$ cat src/rtl/uart_pkg.sv
// Shared UART types: FSM state encoding, parity mode codes and small
// elaboration-time helpers used to size counters.
package uart_pkg;

  typedef enum logic [2:0] {
    IDLE  = 3'd0,
    START = 3'd1,
    DATA  = 3'd2,
    PAR   = 3'd3,
    STOP  = 3'd4
  } uart_state_t;

  localparam int PAR_NONE = 0;
  localparam int PAR_EVEN = 1;
  localparam int PAR_ODD  = 2;

  // Integer clocks per line bit; never below one so the baud counter stays legal.
  function automatic int clks_per_bit(input int clk_freq, input int baud_rate);
    int q;
    q = clk_freq / baud_rate;
    return (q < 1) ? 1 : q;
  endfunction

  // Counter width able to hold 0..n-1, at least one bit.
  function automatic int cnt_width(input int n);
    return (n > 1) ? $clog2(n) : 1;
  endfunction

endpackage

$ cat src/rtl/uart_fifo.sv
// Synchronous TX word buffer: array storage with a registered read port,
// occupancy counter as the single source of full/empty.
module uart_fifo #(
  parameter int WIDTH = 8,
  parameter int DEPTH = 8
) (
  input  logic                   clk,
  input  logic                   rst_n,
  input  logic                   wr_en,
  input  logic [WIDTH-1:0]       wr_data,
  input  logic                   rd_en,
  output logic [WIDTH-1:0]       rd_data,
  output logic                   full,
  output logic                   empty,
  output logic [$clog2(DEPTH):0] count
);

  localparam int AW = $clog2(DEPTH);
  localparam int CW = AW + 1;

  logic [WIDTH-1:0] mem [DEPTH];
  logic [WIDTH-1:0] rd_data_reg;
  logic [AW-1:0]    wr_ptr_reg, wr_ptr_next;
  logic [AW-1:0]    rd_ptr_reg, rd_ptr_next;
  logic [CW-1:0]    count_reg, count_next;
  logic             full_int, empty_int;
  logic             do_wr, do_rd;

  assign full_int  = (count_reg == CW'(DEPTH));
  assign empty_int = (count_reg == '0);
  assign do_rd     = rd_en && !empty_int;
  // A write into a full buffer only lands if a word leaves in the same cycle.
  assign do_wr     = wr_en && (!full_int || do_rd);

  always_comb begin
    wr_ptr_next = wr_ptr_reg;
    rd_ptr_next = rd_ptr_reg;
    count_next  = count_reg;
    if (do_wr) wr_ptr_next = wr_ptr_reg + AW'(1);
    if (do_rd) rd_ptr_next = rd_ptr_reg + AW'(1);
    case ({do_wr, do_rd})
      2'b10:   count_next = count_reg + CW'(1);
      2'b01:   count_next = count_reg - CW'(1);
      default: count_next = count_reg;
    endcase
  end

  always_ff @(posedge clk or negedge rst_n) begin
    if (!rst_n) begin
      wr_ptr_reg <= '0;
      rd_ptr_reg <= '0;
      count_reg  <= '0;
    end else begin
      wr_ptr_reg <= wr_ptr_next;
      rd_ptr_reg <= rd_ptr_next;
      count_reg  <= count_next;
    end
  end

  // Read-before-write: a full-buffer push/pop on the same slot returns the old word.
  always_ff @(posedge clk) begin
    if (do_wr) mem[wr_ptr_reg] <= wr_data;
    if (do_rd) rd_data_reg <= mem[rd_ptr_reg];
  end

  assign rd_data = rd_data_reg;
  assign full    = full_int;
  assign empty   = empty_int;
  assign count   = count_reg;

endmodule

$ cat src/rtl/uart_tx_param.sv
// Buffered UART transmitter: FIFO front end, baud counter and a framing FSM
// with optional parity and one or two stop bits. Line outputs are registered.
module uart_tx_param
  import uart_pkg::*;
#(
  parameter int CLK_FREQ   = 50000000,
  parameter int BAUD_RATE  = 19200,
  parameter int DATA_BITS  = 8,
  parameter int PARITY     = 0,
  parameter int STOP_BITS  = 1,
  parameter int FIFO_DEPTH = 8
) (
  input  logic                        clk,
  input  logic                        rst_n,
  input  logic [DATA_BITS-1:0]        data_in,
  input  logic                        wr_en,
  output logic                        full,
  output logic                        empty,
  output logic [$clog2(FIFO_DEPTH):0] count,
  output logic                        u_tx,
  output logic                        busy,
  output logic                        u_tx_done
);

  localparam int CLKS_PER_BIT = clks_per_bit(CLK_FREQ, BAUD_RATE);
  localparam int BW = cnt_width(CLKS_PER_BIT);
  localparam int SW = 4;

  localparam logic [BW-1:0] BAUD_LAST = BW'(CLKS_PER_BIT - 1);
  localparam logic [SW-1:0] DATA_LAST = SW'(DATA_BITS - 1);
  localparam logic [SW-1:0] STOP_LAST = SW'(STOP_BITS - 1);

  uart_state_t          state_reg, state_next;
  logic [BW-1:0]        baud_cnt_reg, baud_cnt_next;
  logic [SW-1:0]        bit_cnt_reg, bit_cnt_next;
  logic [DATA_BITS-1:0] shift_reg, shift_next;
  logic                 par_reg, par_next;
  logic                 tx_reg, tx_next;
  logic                 busy_reg, busy_next;
  logic                 done_reg, done_next;

  logic                 fifo_rd_en;
  logic [DATA_BITS-1:0] fifo_rd_data;
  logic                 fifo_empty;
  logic                 baud_tick;

  uart_fifo #(
    .WIDTH (DATA_BITS),
    .DEPTH (FIFO_DEPTH)
  ) u_fifo (
    .clk     (clk),
    .rst_n   (rst_n),
    .wr_en   (wr_en),
    .wr_data (data_in),
    .rd_en   (fifo_rd_en),
    .rd_data (fifo_rd_data),
    .full    (full),
    .empty   (fifo_empty),
    .count   (count)
  );

  // Parity chain seeded with 1 for odd mode so the tail is the line bit directly.
  logic [DATA_BITS:0] par_chain;
  assign par_chain[0] = (PARITY == PAR_ODD);
  for (genvar gi = 0; gi < DATA_BITS; gi++) begin : g_par
    assign par_chain[gi+1] = par_chain[gi] ^ fifo_rd_data[gi];
  end

  assign baud_tick     = (baud_cnt_reg == BAUD_LAST);
  assign baud_cnt_next = (state_reg == IDLE || baud_tick) ? '0 : baud_cnt_reg + BW'(1);

  always_comb begin
    state_next   = state_reg;
    bit_cnt_next = bit_cnt_reg;
    shift_next   = shift_reg;
    par_next     = par_reg;
    fifo_rd_en   = 1'b0;
    case (state_reg)
      IDLE: begin
        if (!fifo_empty) begin
          fifo_rd_en = 1'b1;
          state_next = START;
        end
      end
      START: begin
        // Popped word arrives on the registered read port during the start bit.
        if (baud_tick) begin
          shift_next   = fifo_rd_data;
          par_next     = par_chain[DATA_BITS];
          bit_cnt_next = '0;
          state_next   = DATA;
        end
      end
      DATA: begin
        if (baud_tick) begin
          shift_next = shift_reg >> 1;
          if (bit_cnt_reg == DATA_LAST) begin
            bit_cnt_next = '0;
            state_next   = (PARITY != PAR_NONE) ? PAR : STOP;
          end else begin
            bit_cnt_next = bit_cnt_reg + SW'(1);
          end
        end
      end
      PAR: begin
        if (baud_tick) begin
          bit_cnt_next = '0;
          state_next   = STOP;
        end
      end
      STOP: begin
        if (baud_tick) begin
          if (bit_cnt_reg == STOP_LAST) begin
            bit_cnt_next = '0;
            if (!fifo_empty) begin
              fifo_rd_en = 1'b1;
              state_next = START;
            end else begin
              state_next = IDLE;
            end
          end else begin
            bit_cnt_next = bit_cnt_reg + SW'(1);
          end
        end
      end
      default: state_next = IDLE;
    endcase
  end

  // Outputs are decoded from next-state values so the registers line up with the FSM.
  always_comb begin
    tx_next = 1'b1;
    case (state_next)
      START:   tx_next = 1'b0;
      DATA:    tx_next = shift_next[0];
      PAR:     tx_next = par_next;
      default: tx_next = 1'b1;
    endcase
  end

  assign busy_next = (state_next != IDLE);
  assign done_next = (state_next == STOP) && (baud_cnt_next == BAUD_LAST)
                     && (bit_cnt_next == STOP_LAST);

  always_ff @(posedge clk or negedge rst_n) begin
    if (!rst_n) begin
      state_reg    <= IDLE;
      baud_cnt_reg <= '0;
      bit_cnt_reg  <= '0;
      shift_reg    <= '0;
      par_reg      <= 1'b0;
      tx_reg       <= 1'b1;
      busy_reg     <= 1'b0;
      done_reg     <= 1'b0;
    end else begin
      state_reg    <= state_next;
      baud_cnt_reg <= baud_cnt_next;
      bit_cnt_reg  <= bit_cnt_next;
      shift_reg    <= shift_next;
      par_reg      <= par_next;
      tx_reg       <= tx_next;
      busy_reg     <= busy_next;
      done_reg     <= done_next;
    end
  end

  assign u_tx      = tx_reg;
  assign busy      = busy_reg;
  assign u_tx_done = done_reg;
  assign empty     = fifo_empty;

endmodule

$ cat config.mk
export PLATFORM = sky130hd
export DESIGN_NAME = uart_tx_param
export DESIGN_NICKNAME = d
export VERILOG_FILES = /design/src/rtl/uart_pkg.sv /design/src/rtl/uart_fifo.sv /design/src/rtl/uart_tx_param.sv
export SDC_FILE = /design/constraint.sdc
export NUM_CORES = 1
export LEC_CHECK = 0
export ABC_AREA = 0
export CORE_ASPECT_RATIO = 0.9
export CORE_MARGIN = 10
export CORE_UTILIZATION = 55
export CTS_BUF_LIST = sky130_fd_sc_hd__clkbuf_16
export DETAILED_ROUTE_END_ITERATION = 10
export HOLD_SLACK_MARGIN = 0.05
export MAX_ROUTING_LAYER = met4
export PLACE_DENSITY_LB_ADDON = 0.05
export SLEW_MARGIN = 20
export SYNTH_ARGS = -nofsm -noshare
export SYNTH_HDL_FRONTEND = slang
export SYNTH_SLANG_ARGS = --single-unit
$ cat constraint.sdc
create_clock -name clk -period 6.7 [get_ports clk]
set_clock_uncertainty 0.15 [all_clocks]
set_input_delay 2.01 -clock clk [delete_from_list [all_inputs] [get_ports clk]]
set_output_delay 2.01 -clock clk [all_outputs]
set_load 0.01 [all_outputs]
After elaboration in Yosys (flattened, before gate mapping):

Memories as Yosys holds them, arrays and structs flattened. A register that Yosys moved wholly into a read port is not among the register bits.
Index checks and enable logic that the tools add are counted.

* bits in registers: 41
* bits in latches: 0
* RAM bits: 64
* memory bits (read-only): 0
* logic and storage cells: 88
* memories: 1

Memory list
* u_fifo.mem: depth 8, bits a word 8, rd ports 1, clocked after memory_dff 1, write ports 1, RTL line uart_fifo.sv:21 `logic [WIDTH-1:0] mem [DEPTH];`

* add/subtract/negate cells: 6
* multiply operators: 0
* div/mod/pow operators: 0
* order comparisons: 0
* equality and inequality tests: 16
* shift operators: 0
* mux-type cells: 29
* bitwise logic cells: 7
* reduce and logical (&&, ||, !) cells: 17

Operator list (count)
* $eq A12 B12 Y1 const B: 2
* $mux W3: 7
* $mux W4: 5
* $mux W8: 2
* $pmux W8 S2: 1
* $pmux W3 S5: 1
* $add A12 B1 Y12 const B: 1
* $eq A3 B2 Y1 const B: 4
* $logic_not A4 Y1: 3
* $mux W12: 1
* $pmux W4 S3: 1
* $add A4 B1 Y4 const B: 2
* $mux W1: 8
* $pmux W4 S2: 1
* $xor A1 B1 Y1: 7
* $add A3 B1 Y3 const B: 2
* $eq A3 B1 Y1 const B: 2
* $eq A3 B3 Y1 const B: 2
* $eq A4 B3 Y1 const B: 1
* $eq A4 B4 Y1 const B: 1
* $logic_and A1 B1 Y1: 4
* $ne A2 B2 Y1 const B: 2
* $reduce_bool A2 Y1: 2
* $sub A4 B1 Y4 const B: 1
* 10 further kinds: 12

Longest topological paths before layout:

* word-level depth: 10
* mapped depth: 13
* gate-level depth less buffers: 13

Modules after synthesis:

From an unflattened synthesis, not the netlist that was laid out.

* cell total of the unflattened synthesis: 409
* area, all modules: 5475.3 um2

By module, submodules not included
* uart_fifo: times used 1, cells each 172, area each 3390.8 um2, seq. area each 2412.3 um2
* uart_tx_param: times used 1, cells each 237, area each 2084.5 um2, seq. area each 777.0 um2

Worst setup path before layout:

Ideal clock, no wire load.

* kind: input to register
* start: input port wr_en
* end: register u_fifo.count_reg[3] (netlist: u_fifo.count[3])
* arrival: 3285 ps
* path slack: 3137 ps
* cell stages on the path: 8
* path buffers: 0
* path through: o21ai_1 ha_1 ha_1 a21o_1 a21oi_1 xnor2_1 nor2_1 xor2_1

* longest elaborated chain between the ends: 3
* elaborated cells between the ends (all ways): 5

Ends and longest elaborated chain
* from (decl): RTL line uart_tx_param.sv:16 `input logic wr_en,`
* $logic_and A1 B1 Y1 (*): RTL line uart_fifo.sv:33 `assign do_wr = wr_en && (!full_int || do_rd);`
* $eq A2 B1 Y1 or $eq A2 B2 Y1 (tied branches): RTL line uart_fifo.sv:41 `case ({do_wr, do_rd})`
* $pmux W4 S2 or $reduce_bool A2 Y1 (tied branches)
* to (signal assigned): RTL line uart_fifo.sv:56 `count_reg <= count_next;`
* to (decl): RTL line uart_fifo.sv:25 `logic [CW-1:0] count_reg, count_next;`

Every way passes the cells marked *; elsewhere a longest branch is shown, timed or not.
A chain may end at the register's enable or synchronous reset.

Worst setup path in the final report:

* start: register u_fifo.count_reg[0] (netlist: u_fifo.count[0])
* end: output port empty

* longest elaborated chain between the ends: 1

Ends and longest elaborated chain
* $logic_not A4 Y1: RTL line uart_fifo.sv:30 `assign empty_int = (count_reg == '0);`
* to (decl): RTL line uart_tx_param.sv:18 `output logic empty,`

Every way passes these cells.

==> out/results.tsv <==
metric	value	unit
Core ar.	0.009042	sq mm
Static Leak	0.002235	uW
most frequent cell after synthesis	sky130_fd_sc_hd__edfxtp_1	
Avg WL per Cell	19.18	um
final count of negative-setup-slack endpoints	0	
Hold Crit Start	shift_reg[7]	
largest incremental delay on the critical path	0.63	ns
final number of hold-violating endpoints	0	
Worst Setup End Kind	primary output	
startpoint of the worst-slack reg-to-reg timing path	bit_cnt_reg[0]	
max-slew violation total from the final report	0	
maximum buffer depth of the clock tree	2	
Layout Cell Area excl Fill	0.005947	sq mm
antenna cell count	0	
status	finished clean	
sum of routed wire length over all layers	9839	um
height of the die	111.1	um
DRC violations left	0	
max_cap viols	0	
number of antenna violations at the first check in global routing	0	
cell row count	33	
clock tree root driver cell	sky130_fd_sc_hd__clkbuf_16	
Required @ worst endpoint	4.54	ns
Synth Flop Type	sky130_fd_sc_hd__edfxtp_1	
ranking of synthesized cells by instance count	sky130_fd_sc_hd__edfxtp_1 (72), sky130_fd_sc_hd__dfrtp_1 (40), sky130_fd_sc_hd__nor2_1 (26)	
final HPWL from detailed placement	6721	um
fraction of layout instances using a drive strength above 1	0.1918	
pin count of the biggest net entering global routing	42	
Hold Path Class	reg -> reg	
Clk pin slew, worst setup/hold paths	0.06	ns
largest area contributor in the synthesized netlist	sky130_fd_sc_hd__edfxtp_1	
Critical Setup Path Class	reg -> out	
post-synthesis cell count	351	
number of buffers inserted by post-CTS setup repair	0	
flops & latches, synth	113	
reg2reg path depth	8	
Crit. Startpoint	u_fifo.count[0]	
area growth from synthesis to layout	17.36	%
actual transition at the worst max-transition pin	1.022	ns
Max transition margin	0.3134	
crit path max-delay cell type	sky130_fd_sc_hd__clkdlybuf4s50_1	
I/O Pins	20	
number of gates resized after CTS	0	
Mean Syn Cell Area	14.44	sq um
Via Count	2882	
starting density of the core	0.5604	
Netlist Area Pre-Place	0.005067	sq mm
die outline width	121.2	um
number of clock sinks seen by CTS	113	
critical path fanouts, max	6	
critical register-to-register path endpoint	u_fifo.mem[1][1]	
power density over the cells	327.7	mW/mm^2
worst supply voltage drop on vdd	0.2874	mV
post-layout net count	398	
time the final worst path needs with I/O delays and setup	4.091	ns
number of violations reported at the end of detailed-routing iteration 0	293	
Startpoint Class	register	
share of the synthesized area in the top cell type	0.4267	
ys async rst share	0.3628	
total congestion overflow after global routing	0	
upper clock frequency limit	244.4	MHz
number of distinct library cells after synthesis	67	
fin crit share	0.6107	
sequential share of the synthesized area	0.6294	
Setup TNS Final	0	ns
detail-routed via count per cell	5.618	
Pre-antenna DRT Iters	4	
wire length of the first global-routing pass	16460	um
TritonCTS clock tree	done	
total nets after synthesis	371	
EDFF count, synth	72	
Endpoint, Worst Hold	shift_reg[7]	
antenna violation net count after detailed routing	0	
clock buffer count from CTS	17	
unrepaired setup endpoints after global routing	no	
maximum level of the CTS H-tree	4	
flop-to-flop setup slack	3.25	ns
GR Util All Layers	0.1642	
Placement Cell Area	0.005353	sq mm
Total Die Area	0.01346	sq mm
number of flip-flops in the largest register	64	
number of input and output port buffers inserted	19	
Clk Latency, worst-skew pair	0.41	ns
combined flip-flop and latch cell area	0.003191	sq mm
Crit path arrival time	1.93	ns
hold_buf cts	0	
worst hold margin	0.3391	ns
CP top delay family	buffers and inverters	
count of warnings emitted by yosys	0	
Routability Congestion	0.7989	
number of buffers and inverters on the critical path	1	
layout filler cell count	633	
Cell Chain, Critical Path	nor4_1 > clkdlybuf4s50_1	
area taken by multi-input logic gates	0.001774	sq mm
leading post-synthesis cells by cell area	sky130_fd_sc_hd__edfxtp_1 (43%), sky130_fd_sc_hd__dfrtp_1 (20%), sky130_fd_sc_hd__mux4_2 (7.1%), sky130_fd_sc_hd__xnor2_1 (2.9%), sky130_fd_sc_hd__mux2_2 (2.2%)	
worst hold path cell count	2	
vias in the first global route	2942	
per-layer routing:
metal  track usage  routed length, um
met1        0.2169               4586
met3       0.04990                339
met2        0.2400               4818
met5             -                  0
met4       0.04766                 94
power breakdown:
group          switching, uW  internal (uW)
clock                    325            551
sequential              47.1            829
combinational            106           91.1
total                    478           1470
cell usage in the layout, fill, tap and decap left out, drive strengths merged, types with 5 or more instances in the layout:
cell type	n
clkbuf	17
a21oi	8
nand3	7
nand2	24
nor3	6
clkdlybuf4s50	18
o21ai	15
edfxtp	72
mux4	16
inv	15
a22oi	7
nor3b	6
xor2	8
clkinv	10
ha	8
nor2	26
xnor2	17
mux2	11
dfrtp	40
nand2b	5
layout make-up:
cell class | instances | share of cell area
clock buffer | 17 | 0.07153
sequential | 113 | 0.5365
inverter | 13 | 0.008205
tap | 122 | 0.02567
multi-input combinational | 213 | 0.2983
timing repair buffer | 20 | 0.03240
clock inverter | 15 | 0.02735
tightest hold or removal path, cell delays in order, from the launching register on:
cell and delay, ns:
sky130_fd_sc_hd__dfrtp_1 0.35, sky130_fd_sc_hd__nand2_1 0.06, sky130_fd_sc_hd__nand2_1 0.05
stage by stage:
stage	std cells	worst slack [ns]	power, uW	util
final	513	2.609	1949	0.6577
after global routing	513	2.595	2030	0.6577
after CTS	513	2.611	1969	0.6570
after detailed placement	481	2.277	1088	0.5919
after global placement	481	2.290	1079	0.5919
after floorplan	351	3.137	991.9	-
worst max-delay path by stage:
stage	endpoint	slack, ns	cells after the start
finish	empty	2.61	2
global route	empty	2.60	2
CTS	empty	2.61	2
detailed placement	u_fifo.mem[0][2]	2.28	4
global placement	u_fifo.mem[0][4]	2.29	4
floorplan	u_fifo.count[3]	3.14	8
cells by family (layout without fill, tap and decap cells):
logic type / after synthesis / count (layout) / synth area share
AO/OA/AOI/OAI: 50 / 50 / 0.06964
XOR/XNOR: 25 / 25 / 0.04321
adder cells (fa/ha/maj): 9 / 9 / 0.02370
buffers and inverters: 25 / 65 / 0.02148
flip-flops: 113 / 113 / 0.6294
multiplexers: 28 / 28 / 0.09753
AND/OR/NAND/NOR: 101 / 101 / 0.1151
Note: power is estimated with default switching activity, not from simulation.
